==> src/rtl/editor_campos_pkg.sv <==
`default_nettype none
// ============================================================================
// Module   : editor_campos_pkg
// Purpose  : Shared definitions for the field editor. Includes the pointer
//            codes, the RTC register addresses, the per-field BCD limits and
//            reset values, and the write FSM state encoding.
// Ports    : none (package)
// Revision : 1.0 - initial release
// ============================================================================
package editor_campos_pkg;

  // Field codes delivered by the pointer FSM.
  localparam logic [3:0] PTR_NONE    = 4'd0;
  localparam logic [3:0] PTR_CLK_SEG = 4'd1;
  localparam logic [3:0] PTR_CLK_MIN = 4'd2;
  localparam logic [3:0] PTR_CLK_HR  = 4'd3;
  localparam logic [3:0] PTR_DIA     = 4'd4;
  localparam logic [3:0] PTR_MES     = 4'd5;
  localparam logic [3:0] PTR_YEAR    = 4'd6;
  localparam logic [3:0] PTR_TMR_SEG = 4'd7;
  localparam logic [3:0] PTR_TMR_MIN = 4'd8;
  localparam logic [3:0] PTR_TMR_HR  = 4'd9;

  localparam int NUM_FIELDS = 9;

  // RTC register addresses.
  localparam logic [7:0] ADDR_CLK_SEG = 8'h21;
  localparam logic [7:0] ADDR_CLK_MIN = 8'h22;
  localparam logic [7:0] ADDR_CLK_HR  = 8'h23;
  localparam logic [7:0] ADDR_DIA     = 8'h24;
  localparam logic [7:0] ADDR_MES     = 8'h25;
  localparam logic [7:0] ADDR_YEAR    = 8'h26;
  localparam logic [7:0] ADDR_TMR_SEG = 8'h41;
  localparam logic [7:0] ADDR_TMR_MIN = 8'h42;
  localparam logic [7:0] ADDR_TMR_HR  = 8'h43;

  // BCD limits, inclusive.
  localparam logic [7:0] BCD_MS_MIN   = 8'h00;  // seconds / minutes
  localparam logic [7:0] BCD_MS_MAX   = 8'h59;
  localparam logic [7:0] BCD_HR_MIN   = 8'h00;
  localparam logic [7:0] BCD_HR_MAX   = 8'h23;
  localparam logic [7:0] BCD_DIA_MIN  = 8'h01;
  localparam logic [7:0] BCD_DIA_MAX  = 8'h31;
  localparam logic [7:0] BCD_MES_MIN  = 8'h01;
  localparam logic [7:0] BCD_MES_MAX  = 8'h12;
  localparam logic [7:0] BCD_YEAR_MIN = 8'h00;
  localparam logic [7:0] BCD_YEAR_MAX = 8'h99;

  localparam logic [3:0] BCD_DIGIT_MAX = 4'h9;

  typedef enum logic [1:0] {
    REPOSO       = 2'd0,
    ESCRIBIR     = 2'd1,
    ESPERA_LIBRE = 2'd2
  } estado_e;

  function automatic logic ptr_valid(input logic [3:0] p);
    return (p != PTR_NONE) && (p <= PTR_TMR_HR);
  endfunction

  function automatic logic [7:0] ptr_addr(input logic [3:0] p);
    logic [7:0] a;
    case (p)
      PTR_CLK_SEG: a = ADDR_CLK_SEG;
      PTR_CLK_MIN: a = ADDR_CLK_MIN;
      PTR_CLK_HR:  a = ADDR_CLK_HR;
      PTR_DIA:     a = ADDR_DIA;
      PTR_MES:     a = ADDR_MES;
      PTR_YEAR:    a = ADDR_YEAR;
      PTR_TMR_SEG: a = ADDR_TMR_SEG;
      PTR_TMR_MIN: a = ADDR_TMR_MIN;
      PTR_TMR_HR:  a = ADDR_TMR_HR;
      default:     a = 8'h00;
    endcase
    return a;
  endfunction

  function automatic logic [7:0] ptr_min(input logic [3:0] p);
    logic [7:0] m;
    case (p)
      PTR_CLK_HR, PTR_TMR_HR: m = BCD_HR_MIN;
      PTR_DIA:                m = BCD_DIA_MIN;
      PTR_MES:                m = BCD_MES_MIN;
      PTR_YEAR:               m = BCD_YEAR_MIN;
      default:                m = BCD_MS_MIN;
    endcase
    return m;
  endfunction

  function automatic logic [7:0] ptr_max(input logic [3:0] p);
    logic [7:0] m;
    case (p)
      PTR_CLK_HR, PTR_TMR_HR: m = BCD_HR_MAX;
      PTR_DIA:                m = BCD_DIA_MAX;
      PTR_MES:                m = BCD_MES_MAX;
      PTR_YEAR:               m = BCD_YEAR_MAX;
      default:                m = BCD_MS_MAX;
    endcase
    return m;
  endfunction

  // Every field powers up at its minimum (0x00, or 0x01 for dia/mes).
  function automatic logic [7:0] ptr_reset(input logic [3:0] p);
    return ptr_min(p);
  endfunction

endpackage : editor_campos_pkg
`default_nettype wire

==> src/rtl/editor_campos_bcd_incdec.sv <==
`default_nettype none
// ============================================================================
// Module   : bcd_incdec
// Purpose  : Steps a two-digit BCD value by +/-1 inside [min, max] and wraps
//            at the ends. Each digit is handled separately, so no binary
//            intermediate value is ever formed.
// Ports    : val_i  [7:0] current BCD value (assumed within [min_i, max_i])
//            min_i  [7:0] lowest legal BCD value
//            max_i  [7:0] highest legal BCD value
//            up_i         1 = increment, 0 = decrement
//            res_o  [7:0] stepped, wrapped BCD value
// Revision : 1.0 - initial release
// ============================================================================
module bcd_incdec
  import editor_campos_pkg::*;
(
  input  logic [7:0] val_i,
  input  logic [7:0] min_i,
  input  logic [7:0] max_i,
  input  logic       up_i,
  output logic [7:0] res_o
);

  logic [3:0] w_hi;
  logic [3:0] w_lo;

  assign w_hi = val_i[7:4];
  assign w_lo = val_i[3:0];

  always_comb begin
    res_o = val_i;
    if (up_i) begin
      if (val_i == max_i) begin
        res_o = min_i;
      end else if (w_lo == BCD_DIGIT_MAX) begin
        res_o = {w_hi + 4'd1, 4'd0};       // carry into the tens digit
      end else begin
        res_o = {w_hi, w_lo + 4'd1};
      end
    end else begin
      if (val_i == min_i) begin
        res_o = max_i;
      end else if (w_lo == 4'd0) begin
        res_o = {w_hi - 4'd1, BCD_DIGIT_MAX}; // borrow from the tens digit
      end else begin
        res_o = {w_hi, w_lo - 4'd1};
      end
    end
  end

endmodule : bcd_incdec
`default_nettype wire

==> src/rtl/editor_campos.sv <==
`default_nettype none
// ============================================================================
// Module   : editor_campos
// Purpose  : Edits nine BCD clock/date/timer fields with up/down buttons.
//            Each accepted step is written to the RTC bus with a
//            request/acknowledge handshake. The handshake has a timeout.
// Ports    : clk          system clock, rising edge
//            reset        synchronous active-high reset
//            interr       edit enable (0 = editing disabled, aborts writes)
//            puntero [3:0] selected field code (1..9 valid)
//            arriba       increment button level (debounced)
//            abajo        decrement button level (debounced)
//            wr_ack       RTC bus write acknowledge
//            wr_req       RTC bus write request
//            dir    [7:0] RTC write address
//            dato   [7:0] RTC write data (BCD)
//            dato_sel [7:0] BCD value of the selected field
//            ocupado      FSM busy (not in REPOSO)
// Revision : 1.0 - initial release
// ============================================================================
module editor_campos
  import editor_campos_pkg::*;
#(
  parameter int ACK_TIMEOUT = 255
) (
  input  logic       clk,
  input  logic       reset,
  input  logic       interr,
  input  logic [3:0] puntero,
  input  logic       arriba,
  input  logic       abajo,
  input  logic       wr_ack,
  output logic       wr_req,
  output logic [7:0] dir,
  output logic [7:0] dato,
  output logic [7:0] dato_sel,
  output logic       ocupado
);

  // The counter runs 0..ACK_TIMEOUT-1. Abort happens on the cycle it would
  // reach ACK_TIMEOUT, so wr_req stays high for exactly ACK_TIMEOUT cycles.
  localparam int              CNT_W    = (ACK_TIMEOUT < 2) ? 1 : $clog2(ACK_TIMEOUT);
  localparam logic [CNT_W-1:0] CNT_LAST = CNT_W'(ACK_TIMEOUT - 1);

  estado_e          state_q, state_d;
  logic             wr_req_q, wr_req_d;
  logic [7:0]       dir_q, dir_d;
  logic [7:0]       dato_q, dato_d;
  logic [CNT_W-1:0] cnt_q, cnt_d;
  logic [7:0]       fld_q [1:NUM_FIELDS];
  logic [7:0]       fld_d [1:NUM_FIELDS];

  // Button history: *_q holds the most recent sample, *_prev_q the one before.
  logic             arriba_q, arriba_prev_q;
  logic             abajo_q, abajo_prev_q;

  logic             ev_up, ev_dn, ev_one;
  logic             ptr_ok;
  logic             accept;
  logic [7:0]       sel_val;
  logic [7:0]       step_res;

  assign ev_up  = arriba_q & ~arriba_prev_q;
  assign ev_dn  = abajo_q & ~abajo_prev_q;
  // Exactly one event. A press of both buttons in the same cycle cancels.
  assign ev_one = ev_up ^ ev_dn;
  assign ptr_ok = ptr_valid(puntero);
  assign accept = (state_q == REPOSO) && interr && ptr_ok && ev_one;

  // Selected field value. The loop keeps codes 0 and 10..15 from reaching
  // the array, and those codes read as 0x00.
  always_comb begin
    sel_val = 8'h00;
    for (int i = 1; i <= NUM_FIELDS; i++) begin
      if (puntero == 4'(i)) begin
        sel_val = fld_q[i];
      end
    end
  end

  bcd_incdec u_bcd_incdec (
    .val_i (sel_val),
    .min_i (ptr_min(puntero)),
    .max_i (ptr_max(puntero)),
    .up_i  (ev_up),
    .res_o (step_res)
  );

  always_comb begin
    state_d  = state_q;
    wr_req_d = wr_req_q;
    dir_d    = dir_q;
    dato_d   = dato_q;
    cnt_d    = cnt_q;
    fld_d    = fld_q;

    if (!interr) begin
      // Leaving edit mode aborts any write in flight. Fields keep their values.
      state_d  = REPOSO;
      wr_req_d = 1'b0;
      cnt_d    = '0;
    end else begin
      case (state_q)
        REPOSO: begin
          if (accept) begin
            for (int i = 1; i <= NUM_FIELDS; i++) begin
              if (puntero == 4'(i)) begin
                fld_d[i] = step_res;
              end
            end
            dir_d    = ptr_addr(puntero);
            dato_d   = step_res;
            wr_req_d = 1'b1;
            cnt_d    = '0;
            state_d  = ESCRIBIR;
          end
        end
        ESCRIBIR: begin
          if (wr_ack) begin
            wr_req_d = 1'b0;
            cnt_d    = '0;
            state_d  = ESPERA_LIBRE;
          end else if (cnt_q == CNT_LAST) begin
            wr_req_d = 1'b0;
            cnt_d    = '0;
            state_d  = REPOSO;
          end else begin
            cnt_d = cnt_q + 1'b1;
          end
        end
        ESPERA_LIBRE: begin
          if (!wr_ack) begin
            state_d = REPOSO;
          end
        end
        default: begin
          state_d  = REPOSO;
          wr_req_d = 1'b0;
          cnt_d    = '0;
        end
      endcase
    end
  end

  always_ff @(posedge clk) begin
    if (reset) begin
      state_q       <= REPOSO;
      wr_req_q      <= 1'b0;
      dir_q         <= 8'h00;
      dato_q        <= 8'h00;
      cnt_q         <= '0;
      arriba_q      <= 1'b0;
      arriba_prev_q <= 1'b0;
      abajo_q       <= 1'b0;
      abajo_prev_q  <= 1'b0;
      for (int i = 1; i <= NUM_FIELDS; i++) begin
        fld_q[i] <= ptr_reset(4'(i));
      end
    end else begin
      state_q       <= state_d;
      wr_req_q      <= wr_req_d;
      dir_q         <= dir_d;
      dato_q        <= dato_d;
      cnt_q         <= cnt_d;
      arriba_q      <= arriba;
      arriba_prev_q <= arriba_q;
      abajo_q       <= abajo;
      abajo_prev_q  <= abajo_q;
      for (int i = 1; i <= NUM_FIELDS; i++) begin
        fld_q[i] <= fld_d[i];
      end
    end
  end

  assign wr_req   = wr_req_q;
  assign dir      = dir_q;
  assign dato     = dato_q;
  assign dato_sel = sel_val;
  assign ocupado  = (state_q != REPOSO);

endmodule : editor_campos
`default_nettype wire

==> config.mk <==
export PLATFORM = sky130hd
export DESIGN_NAME = editor_campos
export DESIGN_NICKNAME = d
export VERILOG_FILES = /design/src/rtl/editor_campos_pkg.sv /design/src/rtl/editor_campos_bcd_incdec.sv /design/src/rtl/editor_campos.sv
export SDC_FILE = /design/constraint.sdc
export NUM_CORES = 1
export LEC_CHECK = 0
export BUFFER_PORTS_ARGS = -buffer_cell sky130_fd_sc_hd__buf_2
export CORE_MARGIN = 2
export CORE_UTILIZATION = 59
export DETAILED_ROUTE_END_ITERATION = 8
export GPL_TIMING_DRIVEN = 0
export PLACE_DENSITY = 0.83
export SYNTH_ARGS = -nofsm -noshare
export SYNTH_HDL_FRONTEND = slang
export SYNTH_SLANG_ARGS = --single-unit
==> constraint.sdc <==
create_clock -name clk -period 8.8 [get_ports clk]
set_input_delay 0.88 -clock clk [delete_from_list [all_inputs] [get_ports clk]]
set_output_delay 0.88 -clock clk [all_outputs]
set_load 0.02 [all_outputs]
==> qor.txt <==
Max Cap Viol: 0
Post-CTS Setup Bufs: 0
Cells on worst reg2reg path: 12
Crit path cell chain: buf_2, buf_6, clkbuf_1, and3_1, a221oi_1, o21bai_1, o2bb2ai_1, inv_1, ha_1, nand3_1, nor3_1, and3b_1, buf_4, mux2_2, a22oi_2, a211oi_1
Total GRT Usage: 37.1%
Starting DRC count in detailed routing: 556
CTS root buf: clkbuf_8
FF-to-FF setup slack: 5.04 ns
Mapped Cells: 636
WP data arrival: 4.75 ns
Crit path from: puntero[1]
Wire length per cell: 22.3 um
NumNets Final: 698
Delay-heaviest family, CP: compound AO/OA/AOI/OAI gates
Pleak: 2.22 nW
Startpoint types: input pin
Via density: 6.71
H-tree depth: 3
Layout cells sized above 1: 12.7%
Run status: complete, no violations
Non-Filler Instances: 792
Sequential share of power: 48.8%
Slew Limit Fails: 0
Clk slew on worst S/H paths: 0.10 ns
Crit-path slowest cell: a22oi_2
Die H: 98.1 um
Post-Syn Area: 5230 um2
Die width: 98.1 um
Setup violators final: 0
Type of the most critical hold path: reg -> reg
Clk pwr share: 33.1%
Crit-path max cell delay: 0.62 ns
CTS tree: built
Inst Count DP: 777
Post-CTS sizing: 0
CTS max path bufs: 2
Skew final: 0.0205 ns
DRT Pass-1 Iters: 6
Remaining Overflow, GRT: 0
HP Start: abajo_q
Yosys warning total: 0
Global-route wire length before repair: 27,800 um
Vias in the first global route: 5,046
Final Hold Fails: 0
Mapped Avg Cell Area: 8.22 um2
Worst flop-to-flop path startpoint: fld_q[67]
VDD IR max: 0.156 mV
Hold path endpoint: abajo_prev_q
Top Ports: 36
Net Sw Power: 301 uW
Worst slew pin tran: 1.38 ns
Worst R2R End: fld_q[30]
HPWL Detailed: 12,800 um
Antenna Diode Count: 0
Initial Util: 60.5%
Quantity of hold-fixing buffers added after cts: 0
DRC: 0
Asr flop ratio synth: 0%
CP required: 9.03 ns
Gpl congestion: 1.08
Largest net degree at the start of global routing: 19
Vias post-DR: 5,315
Rel. slew slack: 7.49%
Final setup margin: 4.28 ns
CP bufs+invs: 5
Setup TNS: 0 ns
Sequential share of the synthesized area: 38.3%
Final Cycle Share: 51.3%
Switching Share: 31.8%
Clock sink total: 100
Worst skew pair latency: 0.39 ns
Crit Path Class: in -> reg
Fmax: 221 MHz
Unrepaired setup endpoints after global routing: false
Row count: 34
Critical Path Fanout Max: 10
Pwr dens: 165 nW/um2
Port buffer count: 31
Initial antenna violation count: 0
Die area: 9630 um2
Logic pwr share: 18.0%
Core ar.: 8640 um2
Post-synth EDFFs: 0
Setup crit end kind: flip-flop
P_int: 647 uW
Main synth FF type: dfxtp_1
Period minus WS final: 4.52 ns
Area Growth Syn to Fin: 9.67%
Remaining antenna violation count: 0
Wirelength, routed: 17,700 um
DP Worst Slack: 3.99 ns
Yosys cell types: 75
#FFs+latches synth: 100
Num CTS Buffers: 9
Most common cell after layout, fill and taps aside: dfxtp_1
Worst hold path stage count: 1
Most frequent cells in the layout: dfxtp_1 (100), a21oi_1 (71), o21ai_0 (70)
## power groups by stage
stage / sequential (mW) / combinational, mW / clock, mW
after detailed placement: 0.473 / 0.165 / 0
final: 0.463 / 0.171 / 0.314
after global placement: 0.473 / 0.163 / 0
after CTS: 0.463 / 0.166 / 0.313
after floorplan: 0.476 / 0.106 / 0
after global routing: 0.463 / 0.180 / 0.330
## through the flow
stage               power (mW)  utilization [%]  hold slack, ns  cell area, um2
global route             0.973             66.4           0.498            5730
finish                   0.948             66.4           0.472            5730
detailed placement       0.638             64.0           0.455            5530
global placement         0.636             64.0           0.443            5530
floorplan                0.583                -           0.430            5240
CTS                      0.941             66.4           0.472            5730
## layer usage
layer  global-route usage (%)  wire length, um
met1                     49.2             6930
met2                     57.9             7980
met3                     9.02             1930
met4                     16.0              831
met5                        0                0
## worst reg2reg max path: stages, from the launching register on
cell,delay (ns)
dfxtp_1,0.34
mux2_2,0.26
a32o_1,0.23
o221ai_1,0.30
and2_1,0.18
clkbuf_1,0.29
inv_2,0.14
nor3_1,0.35
and3b_1,0.21
buf_4,0.16
mux2_2,0.35
a22oi_2,0.62
a211oi_1,0.18
## synthesized netlist by cell type (all sizes together), types with 4 or more instances
cell / count / share of area, %
nor2: 54 / 4.0
nor3b: 4 / 0.67
a21o: 4 / 0.57
nor2b: 13 / 1.6
dfxtp: 100 / 38
o211ai: 4 / 0.57
a221oi: 5 / 1.2
a31oi: 16 / 1.9
nand3: 16 / 1.5
o31ai: 4 / 0.57
o21ai: 77 / 7.4
nand3b: 5 / 0.72
xnor2: 9 / 1.5
nand2: 37 / 2.7
a211oi: 15 / 2.2
o21bai: 4 / 0.57
nor4: 4 / 0.77
nand4: 7 / 0.84
clkbuf: 32 / 2.3
o2111ai: 4 / 0.67
mux2: 4 / 0.86
ha: 8 / 1.9
nand2b: 7 / 0.84
inv: 14 / 1.0
a21oi: 74 / 7.3
and3b: 5 / 0.84
and3: 7 / 0.84
buf: 19 / 2.3
mux2i: 17 / 3.3
nor3: 13 / 1.2
xor2: 6 / 1.0
## cell families after synthesis
kind of cell,Yosys count,share of synthesized area (%)
AO/OA/AOI/OAI,236,28.2
AND/OR/NAND/NOR,189,19.1
flip-flops,100,38.3
buffers and inverters,66,5.72
multiplexers,21,4.12
XOR/XNOR,15,2.51
adder cells (fa/ha/maj),8,1.91
other,1,0.0717
## cell type report
type	instances	area (um2)
flip-flops and latches	100	2000
clock inverters	6	83.8
inverters	15	56.3
repair buffers	31	155
fillers	779	2900
multi-input cells	472	2930
plain buffers	51	243
well taps	108	135
clock buffers	9	124
## state kept, by name, indices dropped and copies added, names as in the netlist
signal and flops:
state_q 2, fld_q 72, cnt_q 8, dato 8, abajo_q 1, dir 5
wr_req 1, abajo_prev_q 1, arriba_prev_q 1, arriba_q 1
## worst max-delay path by stage
stage | to | slack (ns) | cells past startpoint
floorplan | fld_q[30] | 4.80 | 15
global placement | fld_q[30] | 4.02 | 16
detailed placement | fld_q[14] | 3.99 | 16
CTS | fld_q[70] | 4.36 | 16
global route | fld_q[30] | 4.04 | 16
finish | fld_q[30] | 4.28 | 16
Power figures use the tool's default switching activity.
